--- src/rtl/booth_dot_accum_if.sv ---
`default_nettype none
// ============================================================================
//  Module      : booth_dot_accum_if
//  Description : Bundles the signals between booth_dot_accum and its
//                surroundings: the start request, the Booth multiplier
//                product/rdy/restart path, term index, and the result
//                valid/ready channel.
//                master : the dot-product sequencer (booth_dot_accum)
//                slave  : the surroundings (requester, multiplier, consumer)
//  Signals     : start      requester -> sequencer, 1-cycle go pulse
//                prod       multiplier -> sequencer, signed product
//                prod_rdy   multiplier -> sequencer, level "product done"
//                mul_rst    sequencer -> multiplier, 1-cycle restart pulse
//                term_idx   sequencer -> operand mux, current term index
//                busy       sequencer status, high outside IDLE
//                sum        sequencer -> consumer, signed dot product
//                sum_valid  sequencer -> consumer
//                sum_ready  consumer -> sequencer
//                ovf        sticky signed overflow for the current result
//  Revision    : 1.0  initial release
// ============================================================================
interface booth_dot_accum_if #(
  parameter int PROD_W  = 16,
  parameter int ACC_W   = 24,
  parameter int N_TERMS = 4
);
  localparam int c_IDX_W = $clog2(N_TERMS) + 1;

  logic                     start;
  logic signed [PROD_W-1:0] prod;
  logic                     prod_rdy;
  logic                     mul_rst;
  logic [c_IDX_W-1:0]       term_idx;
  logic                     busy;
  logic signed [ACC_W-1:0]  sum;
  logic                     sum_valid;
  logic                     sum_ready;
  logic                     ovf;

  modport master (
    input  start, prod, prod_rdy, sum_ready,
    output mul_rst, term_idx, busy, sum, sum_valid, ovf
  );

  modport slave (
    output start, prod, prod_rdy, sum_ready,
    input  mul_rst, term_idx, busy, sum, sum_valid, ovf
  );
endinterface
`default_nettype wire

--- src/rtl/booth_dot_accum.sv ---
`default_nettype none
// ============================================================================
//  Module      : booth_dot_accum
//  Description : Sequencer/accumulator behind an 8-bit Booth multiplier.
//                Restarts the multiplier once per term (mul_rst pulse),
//                captures each product on the rising edge of its rdy,
//                and sums N_TERMS products into a signed dot product that
//                is offered on a valid/ready channel. Overflow either
//                saturates (SATURATE=1) or wraps (SATURATE=0) and sets a
//                sticky ovf flag until the next start.
//  Ports       : clk    rising-edge clock
//                reset  asynchronous, active-low reset
//                bus    booth_dot_accum_if.master (see interface header)
//  Revision    : 1.0  initial release
// ============================================================================
module booth_dot_accum #(
  parameter int PROD_W   = 16,
  parameter int ACC_W    = 24,
  parameter int N_TERMS  = 4,
  parameter bit SATURATE = 1'b1
) (
  input  wire logic          clk,
  input  wire logic          reset,
  booth_dot_accum_if.master  bus
);
  localparam int c_IDX_W = $clog2(N_TERMS) + 1;
  localparam logic [c_IDX_W-1:0]     c_LAST = c_IDX_W'(N_TERMS);
  localparam logic signed [ACC_W-1:0] c_MAX = {1'b0, {(ACC_W-1){1'b1}}};
  localparam logic signed [ACC_W-1:0] c_MIN = {1'b1, {(ACC_W-1){1'b0}}};

  typedef enum logic [1:0] {
    S_IDLE   = 2'd0,
    S_LAUNCH = 2'd1,
    S_WAIT   = 2'd2,
    S_DONE   = 2'd3
  } state_t;

  state_t                  r_state;
  logic signed [ACC_W-1:0] r_acc;
  logic signed [ACC_W-1:0] r_sum;
  logic [c_IDX_W-1:0]      r_term_idx;
  logic                    r_ovf;
  logic                    r_sum_valid;
  logic                    r_mul_rst;
  logic                    r_busy;
  logic                    r_prod_rdy_q;

  logic                    w_capture;
  logic signed [ACC_W:0]   w_wide;
  logic                    w_add_ovf;
  logic signed [ACC_W-1:0] w_acc_next;
  logic [c_IDX_W-1:0]      w_idx_next;

  // Only a low-to-high transition of rdy counts as a new product.
  assign w_capture = bus.prod_rdy & ~r_prod_rdy_q;

  // One guard bit: the two top bits disagree exactly on signed overflow.
  assign w_wide = {r_acc[ACC_W-1], r_acc}
                + {{(ACC_W+1-PROD_W){bus.prod[PROD_W-1]}}, bus.prod};
  assign w_add_ovf = w_wide[ACC_W] ^ w_wide[ACC_W-1];
  // On overflow the guard bit carries the true sign, selecting the clamp rail.
  assign w_acc_next = (w_add_ovf && SATURATE) ? (w_wide[ACC_W] ? c_MIN : c_MAX)
                                              : w_wide[ACC_W-1:0];
  assign w_idx_next = r_term_idx + c_IDX_W'(1);

  always_ff @(posedge clk or negedge reset) begin
    if (!reset) begin
      r_state      <= S_IDLE;
      r_acc        <= '0;
      r_sum        <= '0;
      r_term_idx   <= '0;
      r_ovf        <= 1'b0;
      r_sum_valid  <= 1'b0;
      r_mul_rst    <= 1'b0;
      r_busy       <= 1'b0;
      r_prod_rdy_q <= 1'b0;
    end else begin
      r_mul_rst    <= 1'b0;
      r_prod_rdy_q <= bus.prod_rdy;
      case (r_state)
        S_IDLE: begin
          if (bus.start) begin
            r_state    <= S_LAUNCH;
            r_acc      <= '0;
            r_term_idx <= '0;
            r_ovf      <= 1'b0;
            r_mul_rst  <= 1'b1;
            r_busy     <= 1'b1;
          end
        end
        S_LAUNCH: begin
          // rdy may still be high from the previous product; pretend it was
          // already seen so only a fresh low-then-high is captured.
          r_prod_rdy_q <= 1'b1;
          r_state      <= S_WAIT;
        end
        S_WAIT: begin
          if (w_capture) begin
            r_acc      <= w_acc_next;
            r_term_idx <= w_idx_next;
            if (w_add_ovf) begin
              r_ovf <= 1'b1;
            end
            if (w_idx_next == c_LAST) begin
              r_state     <= S_DONE;
              r_sum       <= w_acc_next;
              r_sum_valid <= 1'b1;
            end else begin
              r_state   <= S_LAUNCH;
              r_mul_rst <= 1'b1;
            end
          end
        end
        S_DONE: begin
          if (r_sum_valid && bus.sum_ready) begin
            r_sum_valid <= 1'b0;
            r_busy      <= 1'b0;
            r_state     <= S_IDLE;
          end
        end
        default: r_state <= S_IDLE;
      endcase
    end
  end

  assign bus.mul_rst   = r_mul_rst;
  assign bus.term_idx  = r_term_idx;
  assign bus.busy      = r_busy;
  assign bus.sum       = r_sum;
  assign bus.sum_valid = r_sum_valid;
  assign bus.ovf       = r_ovf;
endmodule
`default_nettype wire

--- src/flat_wrapper.sv ---
// flat-port wrapper written by rule: the top's interface ports become plain ports
module booth_dot_accum_flat 
#(
  parameter int PROD_W   = 16,
  parameter int ACC_W    = 24,
  parameter int N_TERMS  = 4,
  parameter bit SATURATE = 1'b1
)
  (clk, reset, bus_start, bus_prod, bus_prod_rdy, bus_sum_ready, bus_mul_rst, bus_term_idx, bus_busy, bus_sum, bus_sum_valid, bus_ovf);
  booth_dot_accum_if #(.PROD_W(PROD_W), .ACC_W(ACC_W), .N_TERMS(N_TERMS)) bus_i ();
  input  wire logic clk;
  input  wire logic reset;
  input wire logic [$bits(bus_i.start)-1:0] bus_start;
  input wire logic [$bits(bus_i.prod)-1:0] bus_prod;
  input wire logic [$bits(bus_i.prod_rdy)-1:0] bus_prod_rdy;
  input wire logic [$bits(bus_i.sum_ready)-1:0] bus_sum_ready;
  output wire logic [$bits(bus_i.mul_rst)-1:0] bus_mul_rst;
  output wire logic [$bits(bus_i.term_idx)-1:0] bus_term_idx;
  output wire logic [$bits(bus_i.busy)-1:0] bus_busy;
  output wire logic [$bits(bus_i.sum)-1:0] bus_sum;
  output wire logic [$bits(bus_i.sum_valid)-1:0] bus_sum_valid;
  output wire logic [$bits(bus_i.ovf)-1:0] bus_ovf;
  assign bus_i.start = bus_start;
  assign bus_i.prod = bus_prod;
  assign bus_i.prod_rdy = bus_prod_rdy;
  assign bus_i.sum_ready = bus_sum_ready;
  assign bus_mul_rst = bus_i.mul_rst;
  assign bus_term_idx = bus_i.term_idx;
  assign bus_busy = bus_i.busy;
  assign bus_sum = bus_i.sum;
  assign bus_sum_valid = bus_i.sum_valid;
  assign bus_ovf = bus_i.ovf;
  booth_dot_accum #(.PROD_W(PROD_W), .ACC_W(ACC_W), .N_TERMS(N_TERMS), .SATURATE(SATURATE)) u_core (.clk(clk), .reset(reset), .bus(bus_i));
endmodule
--- config.mk ---
export PLATFORM = sky130hd
export DESIGN_NAME = booth_dot_accum_flat
export DESIGN_NICKNAME = d
export VERILOG_FILES = /design/src/rtl/booth_dot_accum_if.sv /design/src/rtl/booth_dot_accum.sv /design/src/flat_wrapper.sv
export SDC_FILE = /design/constraint.sdc
export NUM_CORES = 1
export LEC_CHECK = 0
export CAP_MARGIN = 30
export CORE_ASPECT_RATIO = 1.5
export CORE_MARGIN = 2
export CORE_UTILIZATION = 45
export CTS_BUF_LIST = sky130_fd_sc_hd__clkbuf_2
export DETAILED_ROUTE_END_ITERATION = 10
export PLACE_DENSITY = 0.67
export SLEW_MARGIN = 20
export SYNTH_ARGS = -nofsm -noshare
export SYNTH_HDL_FRONTEND = slang
export SYNTH_SLANG_ARGS = --single-unit
--- constraint.sdc ---
create_clock -name clk -period 8 [get_ports clk]
set_input_delay 1.6 -clock clk [delete_from_list [all_inputs] [get_ports clk]]
set_output_delay 1.6 -clock clk [all_outputs]
set_load 0.03 [all_outputs]
==> impl_metrics.yaml, run 1 <==
outcome:
  status: "finished clean"
clock_network:
  cts_tree: "built"
  cts_resized: 0
  cts_buffer_depth: 2
  cts_hold_buffers: 0
  clock_latency_ps: 540
  path_clk_slew_ps: 150
  h-tree-depth: 3
  cts_post_setup_buffers_inserted: 0
  cts_buffers: 9
  cts_num_sinks: 58
  cts_root_buf: "clkbuf_2"
sta:
  final-hold-violation-count: 0
  worst_slew_pin_slew_ps: 885
  timing.slew.headroom_pct: 41.0
  finalCriticalPeriod_ps: 4660
  rsz0062_at_grt: "no"
  timing.final.crit_share_pct: 58.3
  fin_setup_tns_ps: 0
  setup_viol: 0
  fmax_mhz: 214
  whs_ps: 500
  skew_ps: 35.7
  slew_viol_final: 0
setup_path:
  worstSetupStartpointType: "input pin"
  reg2reg_slack_ps: 4640
  r2r-start: "u_core.r_acc[6]$_DFFE_PN0P_"
  r2r_end: "u_core.r_acc[21]$_DFFE_PN0P_"
  critPathArrivalTime_ps: 5100
  worstSetupEndpointType: "flop"
  rr_worst_depth: 9
  cp-startpoint: "bus_prod[15]"
  critPathRequiredTime_ps: 8430
  worstPathMaxFanout: 24
  path_class: "in2reg"
  crit_end: "u_core.r_acc[21]$_DFFE_PN0P_"
layout:
  final_cell_mix: "nand2_1 (87), dfrtp_1 (58), clkdlybuf4s50_1 (50)"
  n_antenna_cell: 0
  layout-drive-gt1-share_pct: 6.34
  area_growth_pct: 18.5
  seq_area_sq_um: 1450
  layout_commonest_cell: "nand2_1"
  layout.nets: 550
  multiInputGateArea_sq_um: 2290
  utilization_pct: 54.8
  fillCellCount: 798
grt:
  grt_max_degree: 59
  track_usage_pct: 23.3
  grt_pass1_wl_um: 17100
  grt_pass1_vias: 3511
  overflow: 0
  antenna_found_initial: 0
yosys:
  ys.warnings.count: 0
  syn-num-nets: 500
  syn_area_per_cell_sq_um: 8.55
  synth_edf_count: 0
  syn_inst: 452
  synthesis.area_sq_um: 3870
  seq_area_frac_synth_pct: 37.5
  synthArstFlopShare_pct: 100
  ys.flop_type: "dfrtp_1"
  synth-seq-cells: 58
  synth_cell_types: 58
detailed_routing:
  met3_length_um: 378
  vias_per_cell: 5.61
  final_antenna_net_count: 0
  avgRoutedWirePerCell_um: 16.4
  top_layer: "met4"
  vias: 3434
  first_iter_violations: 225
  wl_met2_um: 5260
  routed_wl_um: 10000
  dr.pass1.iters: 4
  wl_met1_um: 4190
  route.detailed.drc: 0
floorplanning:
  initial_core_util_pct: 46.2
  coreArea_sq_um: 8360
  num_io_pins: 52
  die_y_um: 118
  die_area_sq_um: 9360
  die_w_um: 79.7
  rows: 41
pwr:
  p_leak_nw: 2.07
  ir_drop_v: 0.000185
  p_per_area_nw_per_um2: 356
run:
  maxCapViolCount: 0
placed_design:
  dp_hpwl_um: 7140
  place_congestion: 0.930
  io_buffers: 51
min_path:
  hold_path_class: "reg2reg"
cell families (layout without fill, tap and decap cells):
| kind of cell | count (synthesis) | after routing | synth area share (%) |
|---|---|---|---|
| flip-flops | 58 | 58 | 37.5 |
| multiplexers | 3 | 3 | 0.841 |
| XOR/XNOR | 21 | 21 | 5.24 |
| AO/OA/AOI/OAI | 141 | 141 | 23.2 |
| AND/OR/NAND/NOR | 167 | 167 | 19.5 |
| adder cells (fa/ha/maj) | 31 | 31 | 10.0 |
| buffers and inverters | 31 | 84 | 3.62 |
layer usage:
layer | vias to the layer above | track usage, %
met5 | - | 0
met4 | 0 | 7.97
met3 | 21 | 4.75
met2 | 76 | 40.3
met1 | 1614 | 28.4
li1 | 1723 | -
registers in the layout (all words and copies together), names as in the netlist:
signal and count:
u_core.bus.sum_valid 1, u_core.bus.sum 24, u_core.bus.ovf 1, u_core.r_state 2, u_core.r_acc 24, u_core.bus.term_idx 3
u_core.r_prod_rdy_q 1, u_core.bus.busy 1, u_core.bus.mul_rst 1
power by group:
part	total (mW)	switching, mW	internal (mW)
combinational	1.02	0.627	0.396
sequential	0.435	0.0573	0.377
clock	0.176	0.110	0.0658
total	1.63	0.794	0.839
stage by stage:
stage                     setup WS, ps  std cells  power (mW)  cell area, sq um
after floorplan                   4160        452        1.18              3870
after global routing              3020        612        1.78              4580
after detailed placement          2660        597        1.43              4460
after CTS                         3230        611        1.62              4560
after global placement            2800        596        1.42              4450
final                             3340        612        1.63              4580
worst max-delay path, cell delays in order:
cell and delay [ps]:
clkdlybuf4s50_1 630, ha_1 470, a21oi_1 240, a21bo_1 250, nor4b_1 280, a31oi_1 90, and2_2 270, xnor2_4 600
o21ai_0 390, o21ai_0 260
Yosys cell counts, types with 2 or more instances:
library cell	number	area [sq um]
buf_2	4	20.0
nand2b_1	10	62.6
a31oi_1	6	37.5
dfrtp_1	58	1450
buf_4	3	22.5
and4_1	2	17.5
maj3_1	2	20.0
nand2_1	87	327
a21boi_0	2	15.0
inv_1	15	56.3
a22o_1	2	17.5
o21a_1	3	22.5
nor2_1	22	82.6
nor3_1	5	25.0
mux2_2	2	22.5
o21ai_0	36	180
o31ai_1	14	105
a21oi_1	43	215
xnor2_1	14	123
clkbuf_1	8	30.0
o21ai_1	2	10.0
and2_1	3	18.8
a21o_1	5	37.5
nand3_1	28	140
o211ai_1	6	45.0
xor2_1	6	52.6
ha_1	26	325
a211oi_1	4	30.0
a211oi_2	2	25.0
o221ai_1	2	17.5
or3_1	2	12.5
maj3_2	2	22.5
worst min-delay path by stage:
stage	from	to	slack (ps)	cells past startpoint
after CTS	u_core.bus.sum[7]$_DFFE_PN0P_	u_core.bus.sum[7]$_DFFE_PN0P_	510	2
after global routing	u_core.bus.sum[18]$_DFFE_PN0P_	u_core.bus.sum[18]$_DFFE_PN0P_	530	2
after floorplan	u_core.r_acc[0]$_DFFE_PN0P_	u_core.r_acc[0]$_DFFE_PN0P_	450	2
final	u_core.bus.sum[7]$_DFFE_PN0P_	u_core.bus.sum[7]$_DFFE_PN0P_	500	2
after global placement	u_core.bus.sum[14]$_DFFE_PN0P_	u_core.bus.sum[14]$_DFFE_PN0P_	460	2
after detailed placement	u_core.bus.sum[16]$_DFFE_PN0P_	u_core.bus.sum[16]$_DFFE_PN0P_	470	2
cell type report:
| cell class | instances | share of cell area, % |
|---|---|---|
| clock buffer | 9 | 0.983 |
| clock inverter | 5 | 1.04 |
| inverter | 15 | 1.23 |
| multi-input combinational | 363 | 50.0 |
| sequential | 58 | 31.7 |
| tap | 107 | 2.92 |
| timing repair buffer | 55 | 12.2 |
Power figures use the tool's default switching activity.
==> inputs of run 2 (changes only) <==
clock period = 4.6 ns   (was 8 ns; I/O delays follow)
==> run 2 against run 1 <==
Effect of this change:
- count of clock-buffer cells in the layout unchanged
- register-to-register slack worse by 3200 ps
- total power rose by 88%
- sequential power rose by 74%
- first-iteration DRC count fell by 17%
- sequential share of layout area fell by 0.85 points
- non-clock buffer count increased by 6
- largest power group unchanged
==> impl_metrics.yaml, run 2 (synthesis results as in run 1) <==
outcome:
  status: "finished clean"
placed_design:
  place_congestion: 0.940
  io_buffers: 51
  placed_cells: 604
  pre_cts_ws_ps: 300
  dp_hpwl_um: 7920
layout:
  area_growth_pct: 21.8
  n_antenna_cell: 0
  final_cell_mix: "nand2_1 (87), dfrtp_1 (58), clkdlybuf4s50_1 (50)"
  layout.nets: 556
  multiInputGateArea_sq_um: 2290
  seq_area_sq_um: 1450
  final_cells: 620
  layout-drive-gt1-share_pct: 7.99
  fillCellCount: 783
  layout_commonest_cell: "nand2_1"
pwr:
  p_leak_nw: 2.13
  switching_share_pct: 46.6
  p_per_area_nw_per_um2: 653
  power.internal_mw: 1.64
  p_sw_mw: 1.43
  comb_power_share_pct: 58.9
  power_frac_seq_pct: 24.6
  totalPowerFinal_mw: 3.07
  ir_drop_v: 0.000371
  p_clk_share_pct: 16.5
floorplanning:
  initial_core_util_pct: 46.2
  coreArea_sq_um: 8360
  die_area_sq_um: 9360
  rows: 41
  num_io_pins: 52
  die_w_um: 79.7
  die_y_um: 118
setup_path:
  reg2reg_slack_ps: 1480
  cp_top_family: "buffers and inverters"
  path_class: "in2reg"
  worstSetupEndpointType: "flop"
  slowest_delay_ps: 640
  cp-startpoint: "bus_prod[15]"
  cp_cell_sequence: "clkdlybuf4s50_1 -> ha_1 -> a211oi_1 -> o21bai_2 -> nor4b_1 -> a31oi_1 -> and2_2 -> xnor2_4 -> buf_4 -> a21oi_1 -> o31ai_1"
  r2r-start: "u_core.r_acc[1]$_DFFE_PN0P_"
  critPathRequiredTime_ps: 5050
  rr_worst_depth: 10
  worst-path-buf-inv: 2
  r2r_end: "u_core.bus.sum[13]$_DFFE_PN0P_"
  critPathSlowestCell: "clkdlybuf4s50_1"
  worstPathMaxFanout: 14
  worstSetupStartpointType: "input pin"
  critPathArrivalTime_ps: 4180
sta:
  rsz0062_at_grt: "no"
  fin_setup_tns_ps: 0
  setup_viol: 0
  timing.final.crit_share_pct: 81.0
  finalCriticalPeriod_ps: 3730
  slew_viol_final: 0
  timing.slew.headroom_pct: 40.3
  fmax_mhz: 268
  final-hold-violation-count: 0
  worst_slew_pin_slew_ps: 896
  worst_slack_ps: 874
  skew_ps: 22.3
grt:
  grt_pass1_wl_um: 17400
  met3_usage_pct: 5.44
  grt_use_met1_pct: 27.9
  overflow: 0
  grt_max_degree: 33
  antenna_found_initial: 0
  grt_pass1_vias: 3561
  use_met2_pct: 41.8
  grt-busiest-layer: "met2"
  track_usage_pct: 24.0
clock_network:
  cts_buffers: 9
  cts_num_sinks: 58
  cts_hold_buffers: 0
  clock_latency_ps: 530
  path_clk_slew_ps: 200
  cts_resized: 0
  cts_buffer_depth: 2
  cts_tree: "built"
  cts_post_setup_buffers_inserted: 0
  h-tree-depth: 3
  cts_root_buf: "clkbuf_2"
detailed_routing:
  dr.pass1.iters: 6
  final_antenna_net_count: 0
  avgRoutedWirePerCell_um: 16.9
  routed_wl_um: 10500
  route.detailed.drc: 0
  vias: 3484
  vias_per_cell: 5.62
  first_iter_violations: 186
run:
  maxCapViolCount: 0
min_path:
  hold_path_class: "in2async"
## run 2: cell types whose count changed in the layout (fill, tap and decap cells not counted)
cell and change:
buf_12 +1, inv_6 +1, clkinv_2 -2, bufinv_16 +3, buf_6 -1, buf_16 -1
clkinv_1 -1, clkinvlp_4 +1, buf_4 +7
## run 2: worst max-delay path by stage
| stage | to | cells past startpoint |
|---|---|---|
| after floorplan | u_core.bus.sum[16]$_DFFE_PN0P_ | 12 |
| after global placement | u_core.bus.sum[16]$_DFFE_PN0P_ | 11 |
| after detailed placement | u_core.bus.sum[7]$_DFFE_PN0P_ | 11 |
| after CTS | u_core.bus.sum[13]$_DFFE_PN0P_ | 11 |
| after global routing | u_core.bus.sum[13]$_DFFE_PN0P_ | 11 |
| final | u_core.bus.sum[13]$_DFFE_PN0P_ | 11 |
## run 2: through the flow
step	area (sq um)	utilization [%]	hold WS, ps
final	4710	56.3	377
after global routing	4710	56.3	373
after detailed placement	4520	54.1	466
after global placement	4520	54.1	463
after CTS	4710	56.3	366
after floorplan	3870	-	454
## run 2: power by group through the flow
stage	Clock, mW	Sequential, mW	Combinational [mW]
final	0.508	0.756	1.81
after global routing	0.541	0.775	2.01
after CTS	0.518	0.757	1.81
after detailed placement	0	0.768	1.80
after global placement	0	0.762	1.79
after floorplan	0	0.845	1.21
## run 2: layout make-up
cell class              count  share of cell area (%)
well taps                 107                    2.84
multi-input cells         363                    48.6
clock inverters             7                    2.98
inverters                  15                    1.20
flip-flops and latches     58                    30.8
clock buffers               9                   0.956
repair buffers             61                    12.6
## run 2: routing by layer
layer / share of wire, % / vias to the layer above
met2: 53 / 68
met1: 40 / 1658
met3: 4.0 / 22
met5: 0 / -
met4: 2.9 / 0
li1: - / 1736
## run 2: worst register-to-register path: stages (launching register included)
cell and delay (ps):
dfrtp_1 450, ha_1 310, a211oi_2 290, o211ai_1 170, a21boi_1 360, o2111ai_1 180, and2_2 270, xnor2_4 410
buf_4 290, a21oi_1 70, o31ai_1 270
